`src/rtl/text_dump_tx.sv`:
```
// Text RAM dump over UART 8N1: walks ROWS x COLS characters row by row and
// terminates each row with CR/LF. Zero bytes in the RAM go out as spaces.
module text_dump_tx #(
  parameter int CLKS_PER_BIT = 10417,
  parameter int COLS         = 32,
  parameter int ROWS         = 4
) (
  input  logic       clk,
  input  logic       reset,
  input  logic       start,
  output logic [1:0] rd_row,
  output logic [4:0] rd_col,
  input  logic [7:0] rd_data,
  output logic       tx,
  output logic       busy,
  output logic       done
);

  localparam int                BAUD_W    = (CLKS_PER_BIT > 1) ? $clog2(CLKS_PER_BIT) : 1;
  localparam logic [BAUD_W-1:0] BAUD_LAST = BAUD_W'(CLKS_PER_BIT - 1);
  localparam logic [4:0]        COL_LAST  = 5'(COLS - 1);
  localparam logic [1:0]        ROW_LAST  = 2'(ROWS - 1);

  typedef enum logic [3:0] {
    IDLE, FETCH, LATCH, START, DATA, STOP, EOL_CR, EOL_LF, DONE
  } state_t;

  typedef enum logic [1:0] {
    KIND_CHAR, KIND_CR, KIND_LF
  } kind_t;

  state_t            state_q, state_d;
  kind_t             kind_q, kind_d;
  logic [BAUD_W-1:0] baud_q, baud_d;
  logic [2:0]        bit_q, bit_d;
  logic [7:0]        shift_q, shift_d;
  logic [1:0]        row_q, row_d;
  logic [4:0]        col_q, col_d;
  logic              tx_q, tx_d;
  logic              bit_end;

  assign bit_end = (baud_q == BAUD_LAST);

  // NOTE: every variable gets its default first, so no branch of the case
  // below leaves a value unassigned and no latch is inferred.
  always_comb begin
    state_d = state_q;
    kind_d  = kind_q;
    baud_d  = baud_q;
    bit_d   = bit_q;
    shift_d = shift_q;
    row_d   = row_q;
    col_d   = col_q;

    unique case (state_q)
      IDLE: begin
        if (start) begin
          state_d = FETCH;
          row_d   = '0;
          col_d   = '0;
          baud_d  = '0;
          bit_d   = '0;
        end
      end

      FETCH: state_d = LATCH;

      LATCH: begin
        shift_d = (rd_data == 8'h00) ? 8'h20 : rd_data;
        kind_d  = KIND_CHAR;
        baud_d  = '0;
        state_d = START;
      end

      // EOL states double as the start bit of the CR/LF frames, so line
      // endings follow the previous stop bit with no idle gap.
      START, EOL_CR, EOL_LF: begin
        if (bit_end) begin
          baud_d  = '0;
          bit_d   = '0;
          state_d = DATA;
        end else begin
          baud_d = baud_q + 1'b1;
        end
      end

      DATA: begin
        if (bit_end) begin
          baud_d  = '0;
          shift_d = {1'b0, shift_q[7:1]};
          bit_d   = bit_q + 3'd1;
          if (bit_q == 3'd7) state_d = STOP;
        end else begin
          baud_d = baud_q + 1'b1;
        end
      end

      STOP: begin
        if (bit_end) begin
          baud_d = '0;
          unique case (kind_q)
            KIND_CHAR: begin
              if (col_q != COL_LAST) begin
                col_d   = col_q + 5'd1;
                state_d = FETCH;
              end else begin
                shift_d = 8'h0D;
                kind_d  = KIND_CR;
                state_d = EOL_CR;
              end
            end
            KIND_CR: begin
              shift_d = 8'h0A;
              kind_d  = KIND_LF;
              state_d = EOL_LF;
            end
            default: begin
              if (row_q != ROW_LAST) begin
                row_d   = row_q + 2'd1;
                col_d   = '0;
                state_d = FETCH;
              end else begin
                state_d = DONE;
              end
            end
          endcase
        end else begin
          baud_d = baud_q + 1'b1;
        end
      end

      DONE: begin
        state_d = IDLE;
        row_d   = '0;
        col_d   = '0;
      end

      default: state_d = IDLE;
    endcase
  end

  // tx is computed from the next state so the registered line lines up
  // exactly with the state that owns each bit period.
  always_comb begin
    unique case (state_d)
      START, EOL_CR, EOL_LF: tx_d = 1'b0;
      DATA:                  tx_d = shift_d[0];
      default:               tx_d = 1'b1;
    endcase
  end

  // NOTE: sequential state uses non-blocking assignments so all registers
  // update together from the values present before the edge.
  always_ff @(posedge clk or negedge reset) begin
    if (!reset) begin
      state_q <= IDLE;
      kind_q  <= KIND_CHAR;
      baud_q  <= '0;
      bit_q   <= '0;
      shift_q <= '0;
      row_q   <= '0;
      col_q   <= '0;
      tx_q    <= 1'b1;
    end else begin
      state_q <= state_d;
      kind_q  <= kind_d;
      baud_q  <= baud_d;
      bit_q   <= bit_d;
      shift_q <= shift_d;
      row_q   <= row_d;
      col_q   <= col_d;
      tx_q    <= tx_d;
    end
  end

  assign rd_row = row_q;
  assign rd_col = col_q;
  assign tx     = tx_q;
  assign busy   = (state_q != IDLE) && (state_q != DONE);
  assign done   = (state_q == DONE);

endmodule

```
`config.mk`:
```
export PLATFORM = sky130hd
export DESIGN_NAME = text_dump_tx
export DESIGN_NICKNAME = d
export VERILOG_FILES = /design/src/rtl/text_dump_tx.sv
export SDC_FILE = /design/constraint.sdc
export NUM_CORES = 1
export LEC_CHECK = 0
export CAP_MARGIN = 20
export CELL_PAD_IN_SITES_DETAIL_PLACEMENT = 1
export CELL_PAD_IN_SITES_GLOBAL_PLACEMENT = 1
export CORE_UTILIZATION = 44
export DETAILED_ROUTE_END_ITERATION = 8
export GPL_TIMING_DRIVEN = 0
export HOLD_SLACK_MARGIN = 0.03
export MAX_ROUTING_LAYER = met4
export PLACE_DENSITY = 0.86
export SYNTH_ARGS = -nofsm -noshare
export SYNTH_HDL_FRONTEND = slang
export SYNTH_SLANG_ARGS = --single-unit
```
`constraint.sdc`:
```
create_clock -name clk -period 2.3 [get_ports clk]
set_input_delay 0.23 -clock clk [delete_from_list [all_inputs] [get_ports clk]]
set_output_delay 0.23 -clock clk [all_outputs]
set_load 0.01 [all_outputs]
```
# ---- Yosys cells after proc, flatten, opt, wreduce, memory -nomap -nowiden
# Cells that the tools add are included.
dict set report word_totals {
  regBits 39
  input_bits 11
}
dict set report op_classes {
  n_addsub 4
  n_eq_ne 29
  mux 38
  reduce_logical 20
}
# op count
set op_table {}
lappend op_table {{14-bit one-hot mux with 3 select lines} 1}
lappend op_table {{8-bit 2-to-1 mux} 4}
lappend op_table {{4-bit by 3-bit == test with 1-bit output, second input constant} 7}
lappend op_table {{14-bit 2-to-1 mux} 2}
lappend op_table {{4-bit 2-to-1 mux} 6}
lappend op_table {{4-bit one-hot mux with 6 select lines} 1}
lappend op_table {{8-bit one-hot mux with 3 select lines} 1}
lappend op_table {{5-bit 2-to-1 mux} 4}
lappend op_table {{2-bit != test, second input constant} 8}
lappend op_table {{8-bit one-hot mux with 2 select lines} 1}
lappend op_table {{5-bit one-hot mux with 3 select lines} 1}
lappend op_table {{14-bit by 1-bit adder with 14-bit output, second input constant} 1}
lappend op_table {{14-bit == test, second input constant} 1}
lappend op_table {{4-bit by 2-bit == test with 1-bit output, second input constant} 3}
lappend op_table {{2-bit 2-to-1 mux} 6}
lappend op_table {{3-bit 2-to-1 mux} 4}
lappend op_table {{3-bit nonzero test} 4}
lappend op_table {{5-bit one-hot mux with 2 select lines} 1}
lappend op_table {{5-bit AND reduction} 2}
lappend op_table {{3-bit one-hot mux with 3 select lines} 1}
lappend op_table {{8-bit zero test} 1}
lappend op_table {{2-bit one-hot mux with 2 select lines} 2}
lappend op_table {{4-bit one-hot mux with 2 select lines} 1}
lappend op_table {{4-bit AND reduction} 2}
lappend op_table {{other kinds (24)} 26}

# ---- Depth between registers and ports, before layout
dict set report logic_depth {
  depth_word 8
  ltp_mapped 10
  mapped_depth_nobuf 8
}

# ---- Least setup slack after synthesis
# No wires, ideal clock.
dict set report synth_path {
  path_type {register -> register}
  startpoint {reg col_q[0], in the netlist rd_col[0]}
  endpoint {reg col_q[3], in the netlist rd_col[3]}
  setup_ns 0.119
  t_arrival_ns 1.934
  required_time_ns 2.181
  setup_slack_ns 0.247
  stages_incl_launch_ff 8
  n_path_buf 0
  synth_period_minus_slack_ns 2.053
  cell_sequence {dfrtp_1 -> ha_1 -> and3_1 -> ha_1 -> or3_1 -> a31oi_4 -> mux2i_1 -> nand2_1}
}
dict set report synth_via {
  elab_chain_cells 5
  word_cells_on_any_way 8
  cone_classes {add/sub (1); eq/ne (2); mux (4); reduce/logical (1)}
}
# element line
set synth_lines {}
lappend synth_lines {{from (decl)} 38} ;# logic [4:0] col_q, col_d;
lappend synth_lines {{from (signal assigned)} 171} ;# col_q <= col_d;
lappend synth_lines {{5-bit by 1-bit adder with 5-bit output} 104} ;# col_d = col_q + 5'd1;
lappend synth_lines {{5-bit 2-to-1 mux} 103} ;# if (col_q != COL_LAST) begin
lappend synth_lines {{5-bit one-hot mux with 2 select lines} 101} ;# unique case (kind_q)
lappend synth_lines {{5-bit 2-to-1 mux} 99} ;# if (bit_end) begin
lappend synth_lines {{5-bit one-hot mux with 3 select lines} 55} ;# unique case (state_q)
# Several ways; a longest one is shown, not always the timed one. The select of a mux whose other input is x is not followed.
# A chain may end at the register's enable or synchronous reset.

# ---- Final worst setup path
dict set report layout_path {
  startpoint {reg col_q[0], in the netlist rd_col[0]}
  endpoint {reg col_q[1], in the netlist rd_col[1]}
}
# The elaborated chain is that of the path after synthesis.

==> impl.org <==
** Timing
- After layout, the worst setup slack is roughly 0.094 ns.
- RSZ-0062 raised after global routing :: no
- Transition time at the pin with the least slew margin :: 0.875 ns
- Max-slew headroom at the worst pin :: 0.417
- Total count of hold-check failures in the final report :: 0
- The number of pins with negative max-slew slack in the final report is 0.
- Static timing analysis puts the maximum clock frequency at approximately 450 MHz.
- Clock skew on the completed layout was measured at roughly 0.0084 ns.
- Total Neg Setup Slack :: 0 ns
- Setup Viol. Count Final :: 0
- In the finished design, the share of the clock period the worst path needs comes to 0.959.
- Counting I/O delays and the setup requirement, the final critical path takes about 2.2 ns.

** Route
- Residual DRC count :: 0
- Dividing the detail-routed wire length by the instance count gives 16.5 um.
- DRC marker count from the first detailed-route iteration :: 100
- Vias per inst :: 5.55
- Post-detailed-route count of antenna-violating nets :: 0
- The final route contains approximately 1,900 vias.
- The first detailed-routing pass took 4 iterations.
- After detailed routing, the total wire length is 5.53 mm.

** Global route
- Overall track demand over capacity in global routing :: 0.232
- Maximum number of pins on one net before global-route repair :: 40
- Number of global-route vias before repair :: between 1,500 and 2,000
- The first global-routing pass estimated roughly 9.1 mm of wire.
- Initial antenna violation count :: 0
- Total overflow reported by the global router :: 0

** CTS
- Clock-pin slew on the worst setup and hold paths :: ~0.080 ns
- Clock latency on the worst-skew pair, taken at its later pin, is ~0.3 ns.
- Clk sinks :: 39
- Number of hold buffers added after cts :: 0
- In this run the deepest clock path goes through 2 buffers.
- Number of clock buffers inserted by TritonCTS :: 5
- Clock tree from TritonCTS :: done
- Root buffer cell :: sky130_fd_sc_hd__clkbuf_8
- CTS built an H-tree with a depth of 2.

** Synthesis
- Most common flop cell mapped by yosys :: sky130_fd_sc_hd__dfrtp_1
- After synthesis the netlist holds a flip-flop and latch count of 39.
- Of the synthesized area, sequential elements account for 0.432.
- Number of flops mapped to enable cells by yosys :: 0
- In this run the cell area of the synthesized design comes to between 2000 and 2500 um^2.
- The synthesized netlist contains 47 unique library cells.
- A synthesized cell averages 9.47 um^2.
- Cell count after synthesis :: roughly 240
- Post-synth net total :: 258
- The Yosys step of the flow raised 0 warnings.
- Fraction of registers with async set or reset after synthesis :: 1.00

** Worst setup path
- Worst setup startpoint :: rd_col[0]
- CP dominant cell by count :: sky130_fd_sc_hd__ha_1
- The critical path goes through ha_1 > and3_1 > ha_1 > or3_1 > a31oi_4 > buf_4 > nand3_1 > o21ai_0.
- The most critical setup path has its endpoint at rd_col[1].
- Together, buffers and inverters on the worst path number 1.
- Reg-to-reg critical path startpoint :: rd_col[0]
- By startpoint and endpoint, the worst setup path is classified as register to register.
- Measured in cells, the most critical reg-to-reg path has a length of 8.
- Kind of end point of the critical path :: register
- The critical path runs through a total of 8 cells.
- On the worst path, the slowest cell contributes a delay of ~0.44 ns.
- Critical-path top delay cell :: sky130_fd_sc_hd__dfrtp_1
- Crit Reg-Reg Endpoint :: rd_col[1]
- Register-to-Register Setup Slack :: roughly 0.094 ns
- Required @ worst endpoint :: approximately 2.5 ns
- Grouping stages by cell kind, the critical path spends the most delay in simple AND/OR/NAND/NOR gates.
- Critical Path Start Type :: register
- STA puts the critical path data arrival time at roughly 2.4 ns.
- Along the worst path, the maximum fanout reaches 6.

** Finish
- Combined flip-flop and latch cell area :: about 980 um^2
- The repair_antennas step left the layout with diodes totalling 0.
- Net count of the finished layout :: approximately 290
- Number of fill cells :: 566
- Area grow syn2layout :: 17.2%
- The multi-input combinational cells in the finished layout cover a total of around 1200 um^2.
- Of the cells placed in the final design, the portion with a size suffix greater than 1 is 0.116.

** Run
- Max Cap Violations :: 0

** Status
- Status :: finished, final reports clean

** Power and ir drop
- Power per cell area :: roughly 460 nW/um^2
- Maximum VDD drop :: about 240 uV
- Static power due to leakage :: 1.17 nW

** Place
- IO buf count :: 20
- Final GP Congestion :: approximately 0.85
- Before CTS, the worst setup slack after placement is 0.0690 ns.
- The wire-length estimate of the detail-placed layout is 3.96 mm.

** Worst hold path
- Class of the worst hold path :: primary input to async pin

** Die
- Area of the placeable core :: 4850 um^2
- For this configuration, the core starts out at a cell density of 0.467.
- From left edge to right edge, the die measures around 74 um.
- Top-level port count :: 21
- The die covers about 5400 um^2.
- Height of the die :: between 70 and 80 um
- Standard-cell row count :: 25
-- routing by layer --
metal,track usage,up-vias,wire length [um]
li1,-,897,-
met5,-,-,0
met1,0.288,922,2570
met4,0.0855,0,94
met3,0.0384,11,145
met2,0.379,28,2720
-- power breakdown --
| part | switching (mW) | internal, mW | total [mW] |
|---|---|---|---|
| clock | 0.256 | 0.214 | 0.470 |
| sequential | 0.00450 | 0.692 | 0.697 |
| combinational | 0.0215 | 0.0212 | 0.0426 |
| total | 0.282 | 0.928 | 1.21 |
-- registers in the layout, indices dropped and copies added, names as in the netlist --
| register | cells |
|---|---|
| shift_q | 8 |
| bit_q | 3 |
| rd_col | 5 |
| rd_row | 2 |
| state_q | 4 |
| baud_q | 14 |
| tx | 1 |
| kind_q | 2 |
-- worst reg2reg max path, delay by kind of cell, from the launching register on --
family	cells	cell delay, ns
flip-flops	1	0.44
buffers and inverters	1	0.17
adder cells (fa/ha/maj)	2	0.50
AO/OA/AOI/OAI	2	0.36
AND/OR/NAND/NOR	3	0.66
-- synthesized netlist by cell type, drive strengths merged, types with 3 or more instances --
library cell  count  share of area
nor2             27          0.045
xnor2             3          0.012
nand2            23          0.038
ha                8          0.044
nor3              6          0.013
buf               7          0.019
a22o              3          0.012
nor4              3          0.011
xor2              9          0.035
dfrtp            38           0.42
and4              4          0.015
mux2i             4          0.018
o21ai            19          0.042
nand3            10          0.022
a21oi            12          0.027
inv               9          0.015
a32oi             3          0.012
clkbuf            6         0.0099
nand2b            5          0.014
a21o              3         0.0099
and3              6          0.017
-- layout by cell type (no fill, tap or decap), types with 3 or more instances in the layout --
cell type / count
sky130_fd_sc_hd__ha_1: 8
sky130_fd_sc_hd__and3_1: 6
sky130_fd_sc_hd__clkbuf_1: 6
sky130_fd_sc_hd__mux2i_1: 4
sky130_fd_sc_hd__xor2_1: 9
sky130_fd_sc_hd__inv_1: 9
sky130_fd_sc_hd__a32oi_1: 3
sky130_fd_sc_hd__nand2_1: 23
sky130_fd_sc_hd__xnor2_1: 3
sky130_fd_sc_hd__and4_1: 4
sky130_fd_sc_hd__clkdlybuf4s50_1: 19
sky130_fd_sc_hd__nor3_1: 5
sky130_fd_sc_hd__nand2b_1: 5
sky130_fd_sc_hd__a21oi_1: 11
sky130_fd_sc_hd__clkbuf_8: 5
sky130_fd_sc_hd__a21o_1: 3
sky130_fd_sc_hd__o21ai_0: 18
sky130_fd_sc_hd__nand3_1: 10
sky130_fd_sc_hd__a22o_1: 3
sky130_fd_sc_hd__dfrtp_1: 38
sky130_fd_sc_hd__buf_4: 4
sky130_fd_sc_hd__nor2_1: 27
sky130_fd_sc_hd__buf_2: 5
-- cell type report --
type,count,area share
Clock buffer,6,0.0274
Sequential cell,39,0.368
Multi-Input combinational cell,178,0.453
Buffer,13,0.0250
Timing Repair Buffer,21,0.0764
Tap cell,67,0.0316
Inverter,9,0.0127
Clock inverter,2,0.00519
-- kinds of logic (layout without fill, tap and decap cells) --
logic type | after synthesis | after routing | share of synthesized area
buffers and inverters | 22 | 51 | 0.0437
adder cells (fa/ha/maj) | 8 | 8 | 0.0442
flip-flops | 39 | 39 | 0.432
XOR/XNOR | 12 | 12 | 0.0464
AND/OR/NAND/NOR | 97 | 97 | 0.229
multiplexers | 6 | 6 | 0.0310
AO/OA/AOI/OAI | 55 | 55 | 0.174
-- worst min-delay path by stage --
stage / slack, ns / endpoint
6_report: 0.04 / rd_col[3]
5_1_grt: 0.13 / state_q[2]
4_1_cts: 0.07 / state_q[2]
3_5_place_dp: 0.40 / rd_col[3]
3_3_place_gp: 0.47 / bit_q[0]
2_1_floorplan: -0.07 / baud_q[0]
-- metrics by stage --
step | instance area [um^2] | cells | util | hold slack (ns) | power [mW]
4_1_cts | 2630 | 334 | 0.542 | 0.0744 | 1.22
2_1_floorplan | 2260 | 239 | - | -0.0656 | 0.718
3_5_place_dp | 2540 | 326 | 0.524 | 0.396 | 0.754
3_3_place_gp | 2550 | 326 | 0.525 | 0.465 | 0.754
6_report | 2650 | 335 | 0.547 | 0.0447 | 1.21
5_1_grt | 2650 | 335 | 0.547 | 0.128 | 1.25
-- what timing repair did --
item,4_1_cts,5_1_grt
setup endpoints to repair,0,19
setup buffers,0,1
endpoints found under the hold margin,0,0
resized for setup,0,6
(Power assumes the default switching activity.)
